==> src/rtl/core_pkg.sv <==
// Shared constants for the core instruction sequencer: inst field positions,
// the idle instruction word, the sequencer states and the drain sub-phases.
package core_pkg;

    localparam int ROW        = 8;
    localparam int COL        = 8;
    localparam int ADDR_W     = 11;
    localparam int DEPTH      = 64;
    localparam int LOAD_DRAIN = ROW + COL;
    localparam int CNT_W      = 8;

    localparam int B_REN_PMEM  = 35;
    localparam int B_ACC       = 33;
    localparam int B_CEN_PMEM  = 32;
    localparam int B_WEN_PMEM  = 31;
    localparam int B_A_PMEM    = 20;
    localparam int B_CEN_XMEM  = 19;
    localparam int B_WEN_XMEM  = 18;
    localparam int B_A_XMEM    = 7;
    localparam int B_OFIFO_RD  = 6;
    localparam int B_L0_RD     = 3;
    localparam int B_L0_WR     = 2;
    localparam int B_EXECUTE   = 1;
    localparam int B_LOAD      = 0;

    // Both SRAMs deselected, xmem write-enable held inactive, everything else 0.
    localparam logic [63:0] IDLE_WORD = (64'd1 << B_CEN_PMEM) | (64'd1 << B_CEN_XMEM)
                                      | (64'd1 << B_WEN_XMEM);

    typedef enum logic [2:0] {
        S_IDLE,
        S_W_FETCH,
        S_W_LOAD,
        S_A_FETCH,
        S_EXEC,
        S_DRAIN
    } state_t;

    typedef enum logic [1:0] {
        D_WAIT,
        D_RD,
        D_WR
    } drain_ph_t;

    function automatic logic [ADDR_W-1:0] kern_base(input logic [ADDR_W-1:0] base,
                                                     input logic [3:0]        kern);
        return base + ADDR_W'(kern) * ADDR_W'(COL);
    endfunction

endpackage

==> src/rtl/xmem_l0_burst.sv <==
// xmem-read to L0-write burst: reads base+idx for idx < count, and writes L0
// one cycle behind to match the single-cycle SRAM read latency.
module xmem_l0_burst
    import core_pkg::*;
(
    input  logic              active,
    input  logic [CNT_W-1:0]  idx,
    input  logic [ADDR_W-1:0] base,
    input  logic [CNT_W-1:0]  count,
    output logic              cen,
    output logic [ADDR_W-1:0] addr,
    output logic              l0_wr
);

    logic rd;

    assign rd    = active && (idx < count);
    assign cen   = !rd;
    assign addr  = rd ? (base + ADDR_W'(idx)) : '0;
    assign l0_wr = active && (idx != '0);

endmodule

==> src/rtl/core_sequencer.sv <==
// Drives the systolic core's instruction bus for one output tile: per kernel
// slice it loads weights, streams activations, executes and drains to psum.
module core_sequencer
    import core_pkg::*;
(
    input  logic              clk,
    input  logic              reset,
    input  logic              start,
    input  logic [3:0]        n_kern,
    input  logic [6:0]        n_act,
    input  logic [ADDR_W-1:0] w_base,
    input  logic [ADDR_W-1:0] a_base,
    input  logic [ADDR_W-1:0] p_base,
    input  logic              ofifo_valid,
    output logic [63:0]       inst,
    output logic              busy,
    output logic              done,
    output logic              err
);

    localparam logic [CNT_W-1:0] CNT_ONE = 1;

    state_t            state, nxt_state;
    drain_ph_t         dph, nxt_dph;
    logic [CNT_W-1:0]  cnt, nxt_cnt;
    logic [3:0]        k, nxt_k;
    logic [3:0]        cfg_n_kern;
    logic [6:0]        cfg_n_act;
    logic [ADDR_W-1:0] cfg_w_base, cfg_a_base, cfg_p_base;
    logic              cfg_ok, latch, nxt_done, nxt_err, bnd;
    logic [CNT_W-1:0]  bnd_row, n_act_ext;
    logic [63:0]       nxt_inst;
    logic              b_active, b_cen, b_l0_wr;
    logic [ADDR_W-1:0] b_base, b_addr, eff_w_base;
    logic [CNT_W-1:0]  b_count;

    assign n_act_ext  = {1'b0, cfg_n_act};
    assign cfg_ok     = (n_kern != 4'd0) && (n_act != 7'd0) && ({1'b0, n_act} <= CNT_W'(DEPTH));
    assign eff_w_base = latch ? w_base : cfg_w_base;

    // Next-state logic; the registered word always describes the next state.
    always_comb begin
        nxt_state = state;
        nxt_cnt   = cnt;
        nxt_dph   = dph;
        nxt_k     = k;
        nxt_done  = 1'b0;
        nxt_err   = 1'b0;
        latch     = 1'b0;
        bnd       = 1'b0;
        bnd_row   = cnt;
        case (state)
            S_IDLE: begin
                if (start) begin
                    if (cfg_ok) begin
                        nxt_state = S_W_FETCH;
                        nxt_cnt   = '0;
                        nxt_k     = '0;
                        latch     = 1'b1;
                    end else begin
                        nxt_err = 1'b1;
                    end
                end
            end
            S_W_FETCH: begin
                if (cnt == CNT_W'(COL)) begin
                    nxt_state = S_W_LOAD;
                    nxt_cnt   = '0;
                end else begin
                    nxt_cnt = cnt + CNT_ONE;
                end
            end
            S_W_LOAD: begin
                if (cnt == CNT_W'(COL + LOAD_DRAIN - 1)) begin
                    nxt_state = S_A_FETCH;
                    nxt_cnt   = '0;
                end else begin
                    nxt_cnt = cnt + CNT_ONE;
                end
            end
            S_A_FETCH: begin
                if (cnt == n_act_ext) begin
                    nxt_state = S_EXEC;
                    nxt_cnt   = '0;
                end else begin
                    nxt_cnt = cnt + CNT_ONE;
                end
            end
            S_EXEC: begin
                if (cnt == n_act_ext - CNT_ONE) begin
                    nxt_state = S_DRAIN;
                    bnd       = 1'b1;
                    bnd_row   = '0;
                end else begin
                    nxt_cnt = cnt + CNT_ONE;
                end
            end
            S_DRAIN: begin
                case (dph)
                    D_RD: nxt_dph = D_WR;
                    D_WR: begin
                        if (cnt == n_act_ext - CNT_ONE) begin
                            nxt_cnt = '0;
                            nxt_dph = D_WAIT;
                            if (k == cfg_n_kern - 4'd1) begin
                                nxt_state = S_IDLE;
                                nxt_k     = '0;
                                nxt_done  = 1'b1;
                            end else begin
                                nxt_state = S_W_FETCH;
                                nxt_k     = k + 4'd1;
                            end
                        end else begin
                            bnd     = 1'b1;
                            bnd_row = cnt + CNT_ONE;
                        end
                    end
                    default: bnd = 1'b1;
                endcase
            end
            default: begin
                nxt_state = S_IDLE;
                nxt_cnt   = '0;
            end
        endcase
        // A row is only issued while the OFIFO holds data; otherwise wait in place.
        if (bnd) begin
            nxt_cnt = bnd_row;
            if (!ofifo_valid) nxt_dph = D_WAIT;
            else if (k == 4'd0) nxt_dph = D_WR;
            else nxt_dph = D_RD;
        end
    end

    assign b_active = (nxt_state == S_W_FETCH) || (nxt_state == S_A_FETCH);
    assign b_base   = (nxt_state == S_W_FETCH) ? kern_base(eff_w_base, nxt_k) : cfg_a_base;
    assign b_count  = (nxt_state == S_W_FETCH) ? CNT_W'(COL) : n_act_ext;

    xmem_l0_burst u_burst (
        .active (b_active),
        .idx    (nxt_cnt),
        .base   (b_base),
        .count  (b_count),
        .cen    (b_cen),
        .addr   (b_addr),
        .l0_wr  (b_l0_wr)
    );

    always_comb begin
        nxt_inst = IDLE_WORD;
        case (nxt_state)
            S_W_FETCH, S_A_FETCH: begin
                nxt_inst[B_CEN_XMEM]          = b_cen;
                nxt_inst[B_A_XMEM +: ADDR_W]  = b_addr;
                nxt_inst[B_L0_WR]             = b_l0_wr;
            end
            S_W_LOAD: begin
                if (nxt_cnt < CNT_W'(COL)) begin
                    nxt_inst[B_L0_RD] = 1'b1;
                    nxt_inst[B_LOAD]  = 1'b1;
                end
            end
            S_EXEC: begin
                nxt_inst[B_L0_RD]   = 1'b1;
                nxt_inst[B_EXECUTE] = 1'b1;
            end
            S_DRAIN: begin
                if (nxt_dph != D_WAIT) begin
                    nxt_inst[B_CEN_PMEM]         = 1'b0;
                    nxt_inst[B_A_PMEM +: ADDR_W] = cfg_p_base + ADDR_W'(nxt_cnt);
                end
                if (nxt_dph == D_RD) nxt_inst[B_REN_PMEM] = 1'b1;
                if (nxt_dph == D_WR) begin
                    nxt_inst[B_WEN_PMEM] = 1'b1;
                    nxt_inst[B_ACC]      = (nxt_k != 4'd0);
                    nxt_inst[B_OFIFO_RD] = 1'b1;
                end
            end
            default: nxt_inst = IDLE_WORD;
        endcase
    end

    always_ff @(posedge clk) begin
        if (reset) begin
            state      <= S_IDLE;
            dph        <= D_WAIT;
            cnt        <= '0;
            k          <= '0;
            cfg_n_kern <= '0;
            cfg_n_act  <= '0;
            cfg_w_base <= '0;
            cfg_a_base <= '0;
            cfg_p_base <= '0;
            inst       <= IDLE_WORD;
            busy       <= 1'b0;
            done       <= 1'b0;
            err        <= 1'b0;
        end else begin
            state <= nxt_state;
            dph   <= nxt_dph;
            cnt   <= nxt_cnt;
            k     <= nxt_k;
            if (latch) begin
                cfg_n_kern <= n_kern;
                cfg_n_act  <= n_act;
                cfg_w_base <= w_base;
                cfg_a_base <= a_base;
                cfg_p_base <= p_base;
            end
            inst <= nxt_inst;
            busy <= (nxt_state != S_IDLE);
            done <= nxt_done;
            err  <= nxt_err;
        end
    end

endmodule

==> config.mk <==
export PLATFORM = sky130hd
export DESIGN_NAME = core_sequencer
export DESIGN_NICKNAME = d
export VERILOG_FILES = /design/src/rtl/core_pkg.sv /design/src/rtl/xmem_l0_burst.sv /design/src/rtl/core_sequencer.sv
export SDC_FILE = /design/constraint.sdc
export NUM_CORES = 1
export LEC_CHECK = 0
export ABC_CLOCK_PERIOD_IN_PS = 5300
export BUFFER_PORTS_ARGS = -buffer_cell sky130_fd_sc_hd__buf_2
export CORE_AREA = 2 2 159 83
export DETAILED_ROUTE_END_ITERATION = 8
export DIE_AREA = 0 0 161 85
export PLACE_DENSITY = 0.82
export SYNTH_ARGS = -nofsm -noshare
export SYNTH_HDL_FRONTEND = slang
export SYNTH_SLANG_ARGS = --single-unit
==> constraint.sdc <==
create_clock -name clk -period 5.3 [get_ports clk]
set_clock_uncertainty 0.2 [all_clocks]
set_input_delay 0.795 -clock clk [delete_from_list [all_inputs] [get_ports clk]]
set_output_delay 0.795 -clock clk [all_outputs]
set_load 0.02 [all_outputs]
Word level (Yosys, flattened, before mapping)
Cells that the tools add are included.

word-level totals
  register bits after elaboration = 128
  bits in latches = 0
  RAM bits = 0
  ROM bits = 0
  input port bits = 48
  output and inout port bits = 67
  word-level logic and storage cells = 135
  memories = 0

operators by class
  add/subtract/negate cells = 7
  multipliers = 0
  divide/modulo/power cells = 0
  $lt $le $gt $ge = 3
  eq/ne operators = 19
  shift operators = 0
  muxes and demuxes = 52
  bitwise logic cells = 11
  reductions and logical operators = 23

operator list
  operator               number
  $mux W8                10
  $pmux W8 S6            1
  $mux W3                8
  $add A11 B8 Y11        2
  $mux W11               2
  $mux W4                5
  $pmux W3 S6            1
  $pmux W8 S2            1
  $mux W1                13
  $eq A3 B2 Y1 const B   4
  $eq A3 B3 Y1 const B   4
  $reduce_or A3 Y1       4
  $add A11 B7 Y11        1
  $not A1 Y1             11
  $mux W2                5
  $add A8 B1 Y8 const B  1
  $eq A8 B4 Y1 const B   1
  $eq A8 B5 Y1 const B   1
  $eq A8 B7 Y1           1
  $eq A8 B8 Y1           1
  $lt A8 B4 Y1 const B   1
  $lt A8 B7 Y1           1
  $pmux W4 S2            1
  $reduce_bool A4 Y1     2
  22 further kinds       33

Longest topological paths before layout
  word-level depth = 12
  depth in mapped cells = 26
  gate-level depth less buffers = 25

Hierarchy
From an unflattened synthesis, not the netlist that was laid out.

second synthesis, totals
  cells, all modules = 795
  area total of the unflattened synthesis = 6,188.4 um2

modules (own cells, without submodules)
  module          instances  cells an instance  area each (um2)  sequential area each (um2)
  core_sequencer  1          695                5,470.2          1,901.8
  xmem_l0_burst   1          100                718.2            0.0

Worst setup path before layout
OpenSTA, ideal clock, no wires.

  path type = register -> register
  start point = reg cfg_n_act[0]
  end point = reg inst[17]
  library setup time = 115 ps
  arrival time = 5,182 ps
  data required time = 4,985 ps
  slack = -197 ps
  stages on the path, launching flop included = 25
  path buffers = 2
  clock period less this slack = 5,497 ps
  cells stage by stage = dfxtp_1 -> inv_1 -> ha_1 -> or3b_4 -> or4_4 -> a2111oi_4 -> o211a_1 -> buf_6 -> buf_2 -> a31oi_1 -> a22oi_1 -> inv_1 -> ha_1 -> fa_1 -> a21o_1 -> a21oi_1 -> xnor2_1 -> o21ai_0 -> ha_1 -> nand2_1 -> o21ai_0 -> nand3_1 -> mux2i_1 -> xnor2_1 -> and2_1

between the ends
  elaborated cells on any way between the ends = 36
  classes of those cells = add/sub (3); order compare (1); eq/ne (4); mux (22); bitwise (2); reduce/logical (4)

RTL lines
  what                    RTL line               RTL
  from (decl)             core_sequencer.sv:28   logic [6:0] cfg_n_act;
  from (signal assigned)  core_sequencer.sv:205  cfg_n_act <= n_act;
  $sub A7 B1 Y8           core_sequencer.sv:102  if (cnt == n_act_ext - CNT_ONE) begin
  $eq A8 B8 Y1            core_sequencer.sv:102
  $mux W4                 core_sequencer.sv:102
  $mux W4                 core_sequencer.sv:99   case (dph)
  $pmux W4 S2             core_sequencer.sv:52   case (state)
  net nxt_k[0]            core_sequencer.sv:26   logic [3:0] k, nxt_k;
  $add A11 B7 Y11         core_pkg.sv:47         return base + ADDR_W'(kern) * ADDR_W'(COL);
  $mux W11                core_sequencer.sv:136  assign b_base = (nxt_state == S_W_FETCH) ? kern_base(eff_w_base, nxt_k) : cfg_a_base;
  $add A11 B8 Y11         xmem_l0_burst.sv:19    assign addr = rd ? (base + ADDR_W'(idx)) : '0;
  to (signal assigned)    core_sequencer.sv:210  inst <= nxt_inst;
  to (decl)               core_sequencer.sv:15   output logic [63:0] inst,

The timed path passes the listed nets, and every way through them passes these cells.
A chain may end at the register's enable or synchronous reset.

Worst setup path after layout
  start point = reg cfg_n_act[1]
  end point = reg inst[16]

The elaborated chain is that of the path after synthesis.

==> run metrics <==
IO Pins=between 100 and 150; clk buf depth=2; Synth top area share=0.313; FMAX=194 MHz; Slowest cell on crit path=or4_4; final WL=about 18000 µm; Seq cells post-synth=95; Critical path buffers and inverters=2; most common cell in the netlist=nand2_1; WS Path Type=flop to flop; layout cells sized above 1=0.269; Fin. Hold Viols=0; Rows=29; initial antenna violation count=0; hold slack=0.255 ns; worst slack at placement=-0.0564 ns; final layout net count=between 900 and 1000; Vias per Instance=between 5 and 6; Hold Crit Class=flop to flop; fill count=between 1000 and 1500; Setup WS post-layout=~0.15 ns; Crit Path Max Fanout=6; status=finished, final reports clean; crit start category=flop; Worst path most repeated cell=a21oi_2; first-pass iteration count of the detailed router=6; H-tree levels=3; worst slew pin tran=~0.85 ns; distinct cell type count after synthesis=between 70 and 80; Starting Density=0.492; final antenna-violating net count=0; PwrDens=around 220 mW/mm²; Setup-failing EPs final=0; Worst VDD drop=0.154 mV; synthesized area=between 0.006 and 0.007 mm²; worst skew pair latency=0.35 ns; Syn Inst Count=between 700 and 800; CTS Sinks=between 90 and 100; RD Place Congestion=~1.1; core outline area=0.0123 mm²; number of buffers created by CTS=9; total grt overflow=0; Post-synth EDFFs=0; Tot GR Track Use=0.261; IO Port Bufs=between 80 and 90; Max Slew Vio Count=0; RSZ-0062 raised after global routing=yes; Req. time, crit path=around 5.4 ns; Synth Warn #=0; P_leak=3.35 nW; drt drc=0; hold buffers post-CTS=0; syn avg cell area=8.01 µm²; final worst path period share=0.971; first-pass GRT wire length=approximately 28000 µm; Max-Cap Viols=0; wire length per cell=approximately 17 µm; Final Cell Area=roughly 0.0075 mm²; post-synth top area cell=dfxtp_1; via count=5957; ant diodes=0; Critical Path End Type=flop; CTS root buffer=clkbuf_16; Die Span Y=about 85 µm; die width=161 µm; Slew HR=0.432; Detailed Place HPWL=around 14000 µm; largest net degree at the start of global routing=66; fin crit period=roughly 5.1 ns; CTS tree=done; placed cell areas=just under 0.007 mm²; clock slew seen by the registers of the worst setup and hold paths=~0.070 ns; vias in the first global route=about 5300; Seq/Total Area, Yosys=0.313; Area contributors post-synth=dfxtp_1 (31%), nand2_1 (8.1%), ha_1 (7.4%); Cell Chain, Critical Path=inv_2 -> ha_4 -> or3b_4 -> or4_4 -> a2111oi_4 -> o211a_4 -> a31oi_4 -> a22oi_2 -> inv_1 -> ha_2 -> fa_2 -> a21o_1 -> a21oi_2 -> xnor2_2 -> o21ai_1 -> ha_1 -> a21oi_2 -> o21ai_2 -> and3_1 -> o21ai_0 -> o211a_1; Post-synth top cells=nand2_1 (131), dfxtp_1 (95), a21oi_1 (73), nor2_1 (55), ha_1 (36); top cell family by delay on the critical path=compound AO/OA/AOI/OAI gates; predominant post-synthesis flop cell=dfxtp_1; Post-synth ARST share=0; area delta synth->final=24.0%; die area=roughly 0.014 mm²; initial DRC count=640; Data arrival, critical path=about 5.2 ns; Critical Path Max Stage Delay=roughly 0.5 ns; setup_tns=0 ns
==> routing by layer <==
| layer | GRT usage | wire length (µm) | part of all wire |
|---|---|---|---|
| met1 | 0.397 | 8830 | 0.48 |
| met2 | 0.346 | 6970 | 0.38 |
| met3 | 0.101 | 2380 | 0.13 |
| met5 | 0 | 0 | 0 |
| met4 | 0.0455 | 149 | 0.0081 |
==> where the power goes <==
group / internal (mW) / switching, mW / total [mW]
sequential: 0.732 / 0.0151 / 0.747
clock: 0.372 / 0.302 / 0.674
combinational: 0.102 / 0.158 / 0.260
==> worst register-to-register path, cell delays in order, from the launching register on <==
cell       delay (ns)
dfxtp_2          0.33
inv_2            0.06
ha_4             0.13
or3b_4           0.39
or4_4            0.51
a2111oi_4        0.40
o211a_4          0.30
a31oi_4          0.12
a22oi_2          0.26
inv_1            0.08
ha_2             0.20
fa_2             0.36
a21o_1           0.18
a21oi_2          0.20
xnor2_2          0.14
o21ai_1          0.08
ha_1             0.34
a21oi_2          0.25
o21ai_2          0.10
and3_1           0.18
o21ai_0          0.15
o211a_1          0.16
==> kinds of logic after synthesis <==
group	after synthesis	synth area share
buffers and inverters	101	0.0886
adder cells (fa/ha/maj)	39	0.0841
AO/OA/AOI/OAI	183	0.207
AND/OR/NAND/NOR	277	0.212
flip-flops	95	0.313
multiplexers	21	0.0356
other	2	0.00124
XOR/XNOR	40	0.0577
==> sequential cells by signal, summed over array words and instances (netlist names) <==
name	cells
dph	2
cfg_a_base	11
err	1
cfg_n_act	7
cfg_n_kern	4
inst	31
k	4
state	3
cfg_w_base	11
busy	1
done	1
cfg_p_base	11
cnt	8
==> through the flow <==
step                utilization  cells  power [mW]
finish                    0.611   1058        1.68
global route              0.611   1058        1.74
CTS                       0.581   1041        1.67
detailed placement        0.555   1025        1.00
global placement          0.555   1025       0.998
floorplan                     -    788       0.941
==> timing repair <==
action                                  CTS  global route
cloned                                    0             0
pin swaps                                 0            30
endpoints found under the setup margin    4            10
buffers inserted                          0            17
gates resized for setup                   2            57
==> cells in the final DEF (no fill, tap or decap), types with 14 or more instances in the layout <==
cell     Yosys  routed
inv_1       28      25
dfxtp_1     95      93
xnor2_1     26      25
buf_4       33      69
a21oi_1     73      59
o21ai_0     23      16
conb_1       2      32
nand2_1    131     129
xor2_1      14      14
mux2i_1     16      15
nor2_1      55      54
ha_1        36      28
buf_2        4      82
==> worst paths after layout <==
path,from,end,slack (ns),cells after the start
setup / recovery,cfg_n_act[1]$_SDFFE_PP0P_,inst[16]$_SDFF_PP0_,0.15,21
hold / removal,cfg_a_base[7]$_SDFFE_PP0P_,cfg_a_base[7]$_SDFFE_PP0P_,0.26,2
setup reg to reg,cfg_n_act[1]$_SDFFE_PP0P_,inst[16]$_SDFF_PP0_,0.15,21
hold reg to reg,cfg_a_base[7]$_SDFFE_PP0P_,cfg_a_base[7]$_SDFFE_PP0P_,0.26,2
==> area by class of cell <==
cell class | count | area (µm²) | area share
timing repair buffer | 156 | 993 | 0.132
clock inverter | 7 | 80.1 | 0.0106
inverter | 29 | 111 | 0.0148
tap | 170 | 213 | 0.0282
sequential | 95 | 1900 | 0.253
clock buffer | 9 | 225 | 0.0299
multi-input combinational | 592 | 4010 | 0.532
(Power assumes the default switching activity.)
